### src/rtl/i2s_rx.sv
// I2S receiver: oversamples sclk/lrclk/din on in_mclk and
// emits one left/right word pair per frame with a strobe.
module i2s_rx #(
    parameter int G_BITS = 16
) (
    input  logic              in_mclk,
    input  logic              in_reset,
    input  logic              in_sclk,
    input  logic              in_lrclk,
    input  logic              in_din,
    output logic [G_BITS-1:0] out_frame_1,
    output logic [G_BITS-1:0] out_frame_2,
    output logic              out_frame_strobe,
    output logic              out_locked,
    output logic              out_len_error
);

    localparam int CW = $clog2(G_BITS + 2);
    localparam logic [CW-1:0] C_MAX  = CW'(G_BITS + 1);
    localparam logic [CW-1:0] C_LAST = CW'(G_BITS - 1);

    typedef enum logic [1:0] {
        SYNC  = 2'd0,
        LEFT  = 2'd1,
        RIGHT = 2'd2
    } state_t;

    state_t state, state_nxt;

    logic [1:0] sclk_sr, lrclk_sr, din_sr;
    logic       sclk_q, ws_prev;
    logic       sclk_s, lrclk_s, din_s;
    logic       bit_ev, ws_chg;

    logic [G_BITS-1:0] shift, shift_nxt, hold;
    logic [CW-1:0]     cnt, cnt_nxt;
    logic              short_word;

    logic lock_ev, close_left, close_right, shift_en;

    assign sclk_s  = sclk_sr[1];
    assign lrclk_s = lrclk_sr[1];
    assign din_s   = din_sr[1];
    assign bit_ev  = sclk_s & ~sclk_q;
    assign ws_chg  = bit_ev & (lrclk_s != ws_prev);

    always_ff @(posedge in_mclk or posedge in_reset) begin
        if (in_reset) begin
            sclk_sr  <= '0;
            lrclk_sr <= '0;
            din_sr   <= '0;
            sclk_q   <= 1'b0;
            ws_prev  <= 1'b0;
        end else begin
            sclk_sr  <= {sclk_sr[0], in_sclk};
            lrclk_sr <= {lrclk_sr[0], in_lrclk};
            din_sr   <= {din_sr[0], in_din};
            sclk_q   <= sclk_s;
            if (bit_ev) ws_prev <= lrclk_s;
        end
    end

    // Current bit lands at G_BITS-1-cnt; bits past the word width are dropped.
    always_comb begin
        shift_nxt = shift;
        for (int i = 0; i < G_BITS; i++) begin
            if (cnt == CW'(G_BITS - 1 - i)) shift_nxt[i] = din_s;
        end
        cnt_nxt    = (cnt == C_MAX) ? cnt : cnt + CW'(1);
        short_word = cnt < C_LAST;
    end

    always_ff @(posedge in_mclk or posedge in_reset) begin
        if (in_reset) state <= SYNC;
        else          state <= state_nxt;
    end

    always_comb begin
        state_nxt = state;
        unique case (state)
            SYNC:    if (bit_ev && ws_prev && !lrclk_s) state_nxt = LEFT;
            LEFT:    if (ws_chg) state_nxt = RIGHT;
            RIGHT:   if (ws_chg) state_nxt = LEFT;
            default: state_nxt = SYNC;
        endcase
    end

    always_comb begin
        lock_ev     = (state == SYNC) & bit_ev & ws_prev & ~lrclk_s;
        close_left  = (state == LEFT) & ws_chg;
        close_right = (state == RIGHT) & ws_chg;
        shift_en    = (state != SYNC) & bit_ev & ~ws_chg;
    end

    always_ff @(posedge in_mclk or posedge in_reset) begin
        if (in_reset) begin
            shift            <= '0;
            cnt              <= '0;
            hold             <= '0;
            out_frame_1      <= '0;
            out_frame_2      <= '0;
            out_frame_strobe <= 1'b0;
            out_locked       <= 1'b0;
            out_len_error    <= 1'b0;
        end else begin
            out_frame_strobe <= 1'b0;
            if (lock_ev) begin
                shift      <= '0;
                cnt        <= '0;
                out_locked <= 1'b1;
            end else if (close_left) begin
                hold  <= shift_nxt;
                shift <= '0;
                cnt   <= '0;
                if (short_word) out_len_error <= 1'b1;
            end else if (close_right) begin
                out_frame_1      <= hold;
                out_frame_2      <= shift_nxt;
                out_frame_strobe <= 1'b1;
                shift            <= '0;
                cnt              <= '0;
                if (short_word) out_len_error <= 1'b1;
            end else if (shift_en) begin
                shift <= shift_nxt;
                cnt   <= cnt_nxt;
            end
        end
    end

endmodule

### config.mk
export PLATFORM = sky130hd
export DESIGN_NAME = i2s_rx
export DESIGN_NICKNAME = d
export VERILOG_FILES = /design/src/rtl/i2s_rx.sv
export SDC_FILE = /design/constraint.sdc
export NUM_CORES = 1
export LEC_CHECK = 0
export ABC_AREA = 1
export CAP_MARGIN = 30
export CORE_MARGIN = 5
export CORE_UTILIZATION = 60
export CTS_CLUSTER_DIAMETER = 40
export DETAILED_ROUTE_END_ITERATION = 16
export GPL_ROUTABILITY_DRIVEN = 0
export PLACE_DENSITY = 0.84
export SETUP_SLACK_MARGIN = 0.2
export SLEW_MARGIN = 30
export SYNTH_ARGS = -nofsm -noshare
export SYNTH_HDL_FRONTEND = slang
export SYNTH_SLANG_ARGS = --single-unit
### constraint.sdc
create_clock -name in_mclk -period 7.5 [get_ports in_mclk]
set_clock_uncertainty 0.05 [all_clocks]
set_input_delay 1.5 -clock in_mclk [delete_from_list [all_inputs] [get_ports in_mclk]]
set_output_delay 1.5 -clock in_mclk [all_outputs]
set_load 0.05 [all_outputs]
==> flow_metrics.py <==
metrics = {
    "power": {
        "peakVddDrop_mv": 0.228,
        "p_switching_mw": 0.455,
        "combPwrFrac_pct": 28.2,
        "leakagePower_nw": 2.25,
        "internal-power_mw": 0.775,
        "seqPwrFrac_pct": 45.4,
        "swShare_pct": 37.0,
        "clock_power_share_pct": 26.4,
        "powerDensity_nw_per_um2": 288,
    },
    "setup_path": {
        "slowest_stage": "clkdlybuf4s50_1",
        "cp_slowest_stage_delay_ns": 0.81,
        "path_buf_inv": 1,
        "crit_arrival_ns": 1.53,
        "crit_fanout": 2,
        "worstPathRequired_ns": 5.95,
        "cp-startpoint": "out_frame_2[11]",
        "critPathTopFamily": "buffers and inverters",
        "path_cells": "clkdlybuf4s50_1",
        "reg2reg_slack_ns": 5.05,
        "reg2reg_to": "cnt[1]",
        "rr_startpoint": "state[1]",
        "reg2reg_depth": 7,
        "critPathCaptureType": "primary output",
        "critical_path_class": "reg2out",
        "start_kind": "flip-flop",
    },
    "logic_synthesis": {
        "synth_mux_area_share_pct": 0,
        "ys_types": 23,
        "avgSynthCellArea_um2": 8.42,
        "synth_top_family_by_area": "simple AND/OR/NAND/NOR gates",
        "netlist_area_um2": 3650,
        "ys_seq_area_share_pct": 56.1,
        "syn_nets": 444,
        "ys_seq_elements": 82,
        "synth_cells": 434,
        "ys.flop_type": "dfrtp_1",
        "yosysTopAreaCell": "dfrtp_1",
        "synth_simple_gate_area_share_pct": 33.7,
        "async_reset_ff_share_pct": 100,
        "synth_edf_count": 0,
        "synth.area.top_cells": "dfrtp_1 56%, nand2_1 22%, nand3b_1 3.3%",
        "ys_warn_count": 0,
        "synthXorXnorAreaFrac_pct": 0.240,
        "synth_fa_ha_area_share_pct": 1.71,
        "synth-compound-area-share_pct": 2.88,
        "synth_top_area_share_pct": 56.1,
    },
    "route": {
        "drt_wl_total_um": 7390,
        "wl_per_cell_um": 13.5,
        "drc_errors": 0,
        "ant_nets": 0,
        "num_vias": 2924,
        "firstDrtPassIters": 5,
        "drt_iter0_markers": 194,
        "via_per_inst": 5.34,
    },
    "clocking": {
        "cts_made_buffers": 9,
        "clk_latency_ns": 0.36,
        "cts_tree": "built",
        "cts_setup_buffers": 0,
        "clockBufferDepth": 2,
        "cts.sinks": 82,
        "ctsResizeCount": 0,
        "clkTransAtPathRegs_ns": 0.09,
        "cts_root_buf": "clkbuf_8",
        "cts_hold_buf": 0,
        "htree_num_levels": 3,
    },
    "timing": {
        "rsz0062_at_grt": "false",
        "finalMaxSlewViolations": 0,
        "setup_viol": 0,
        "tns_ns": 0,
        "fin_crit_ns": 3.08,
        "max_freq_mhz": 324,
        "worstMarginPinSlew_ns": 0.747,
        "whs_ns": 0.305,
        "maxSlewHeadroom_pct": 49.9,
        "period_share_pct": 41.1,
        "hold_viol": 0,
    },
    "floorplan": {
        "rows": 28,
        "die_area_um2": 7750,
        "fp.coreArea_um2": 5920,
        "die_h_um": 88.0,
        "start_util_pct": 61.7,
        "ioPinCount": 40,
        "die_w_um": 88.0,
    },
    "hold_path": {
        "hold_depth": 0,
        "worstHoldStart": "lrclk_sr[0]",
        "holdPathEnd": "lrclk_sr[1]",
        "hold_class": "reg2reg",
    },
    "placed_design": {
        "place_area_um2": 4070,
        "dp_hpwl_um": 4810,
        "place.port_buffers": 39,
    },
    "layout": {
        "design_area_um2": 4270,
        "fillers": 443,
        "utilization_pct": 72.2,
        "area_growth_pct": 16.9,
        "drive_above_1_share_pct": 6.77,
        "multiInputGateArea_um2": 1410,
        "nets": 478,
        "diodes": 0,
        "final-seq-area_um2": 2050,
    },
    "global_route": {
        "grt_max_degree": 53,
        "overflow": 0,
        "grt_pass1_vias": 2814,
        "antenna_found_initial": 0,
        "grtUsageTotal_pct": 21.3,
        "grt_pass1_wl_um": 13000,
    },
    "run": {
        "maxCapViolations": 0,
    },
    "run_status": {
        "status": "complete, no violations",
    },
}
-- area by class of cell --
class                   instances  area share (%)
clock buffers                   9            2.90
clock inverters                 7            1.81
inverters                      23            2.05
multi-input cells             310            32.9
flip-flops and latches         82            48.0
well taps                      75            2.20
repair buffers                 42            10.1
-- routing by layer --
layer / part of all wire [%] / vias up / track usage (%)
met5: 0 / - / 0
met4: 1.3 / 0 / 7.42
met3: 6.8 / 12 / 3.48
met2: 47 / 86 / 33.2
met1: 45 / 1392 / 30.5
li1: - / 1434 / -
-- kinds of logic (layout without fill, tap and decap cells) --
logic type,after synthesis,in the layout
compound gates,20,20
xor+xnor,1,1
fa+ha+maj,5,5
buf+inv,42,81
flops,82,82
simple gates,284,284
-- worst reg2reg max path, cell delays in order, from the launching register on --
cell,delay (ns)
dfrtp_1,0.41
inv_1,0.06
nand2_1,0.07
nand3b_2,0.71
nand3_2,0.64
nand2_1,0.22
nand2_1,0.10
nand2_1,0.06
-- worst max-delay path by stage --
stage / slack (ns) / to / cells after the start
6_report: 4.42 / out_frame_2[11] / 1
5_1_grt: 4.38 / out_frame_2[8] / 1
4_1_cts: 4.40 / out_frame_2[8] / 1
3_5_place_dp: 4.80 / out_frame_2[8] / 1
3_3_place_gp: 4.62 / din_sr[0] / 3
2_1_floorplan: 3.84 / cnt[0] / 1
-- cells in the final DEF (no fill, tap or decap), drive strengths merged, types with 3 or more instances in the layout --
master	n
nand2	219
o21ai	17
clkdlybuf4s50	39
inv	24
clkbuf	9
nand4	18
ha	5
buf	3
dfrtp	82
nand3b	17
clkinv	4
nor2	19
nand3	11
-- state kept, by name (all words and copies together), names as in the netlist, 2 cells and up --
name,cells
cnt,5
sclk_sr,2
din_sr,2
out_frame_1,16
shift,16
hold,16
state,2
lrclk_sr,2
out_frame_2,16
-- Yosys cell counts (2+ instances only) --
cell / count
nand2_1: 217
dfrtp_1: 82
inv_1: 20
nand4_1: 18
o21ai_0: 17
nand3b_1: 16
nor2_1: 16
buf_2: 13
nand3_1: 8
ha_1: 5
buf_4: 4
inv_2: 3
nand3_2: 3
nand2_2: 2
nor2_4: 2
-- power groups by stage --
| stage | combinational [mW] | sequential [mW] | clock (mW) |
|---|---|---|---|
| after CTS | 0.349 | 0.557 | 0.332 |
| after detailed placement | 0.346 | 0.564 | 0 |
| after floorplan | 0.214 | 0.608 | 0 |
| after global placement | 0.333 | 0.562 | 0 |
| after global routing | 0.391 | 0.567 | 0.351 |
| final | 0.347 | 0.559 | 0.324 |
-- stage by stage --
stage / instances / total power, mW / worst slack (ns)
2_1_floorplan: 434 / 0.822 / 3.84
3_3_place_gp: 530 / 0.894 / 4.62
3_5_place_dp: 532 / 0.910 / 4.80
4_1_cts: 548 / 1.24 / 4.40
5_1_grt: 548 / 1.31 / 4.38
6_report: 548 / 1.23 / 4.42
(Power assumes the default switching activity.)
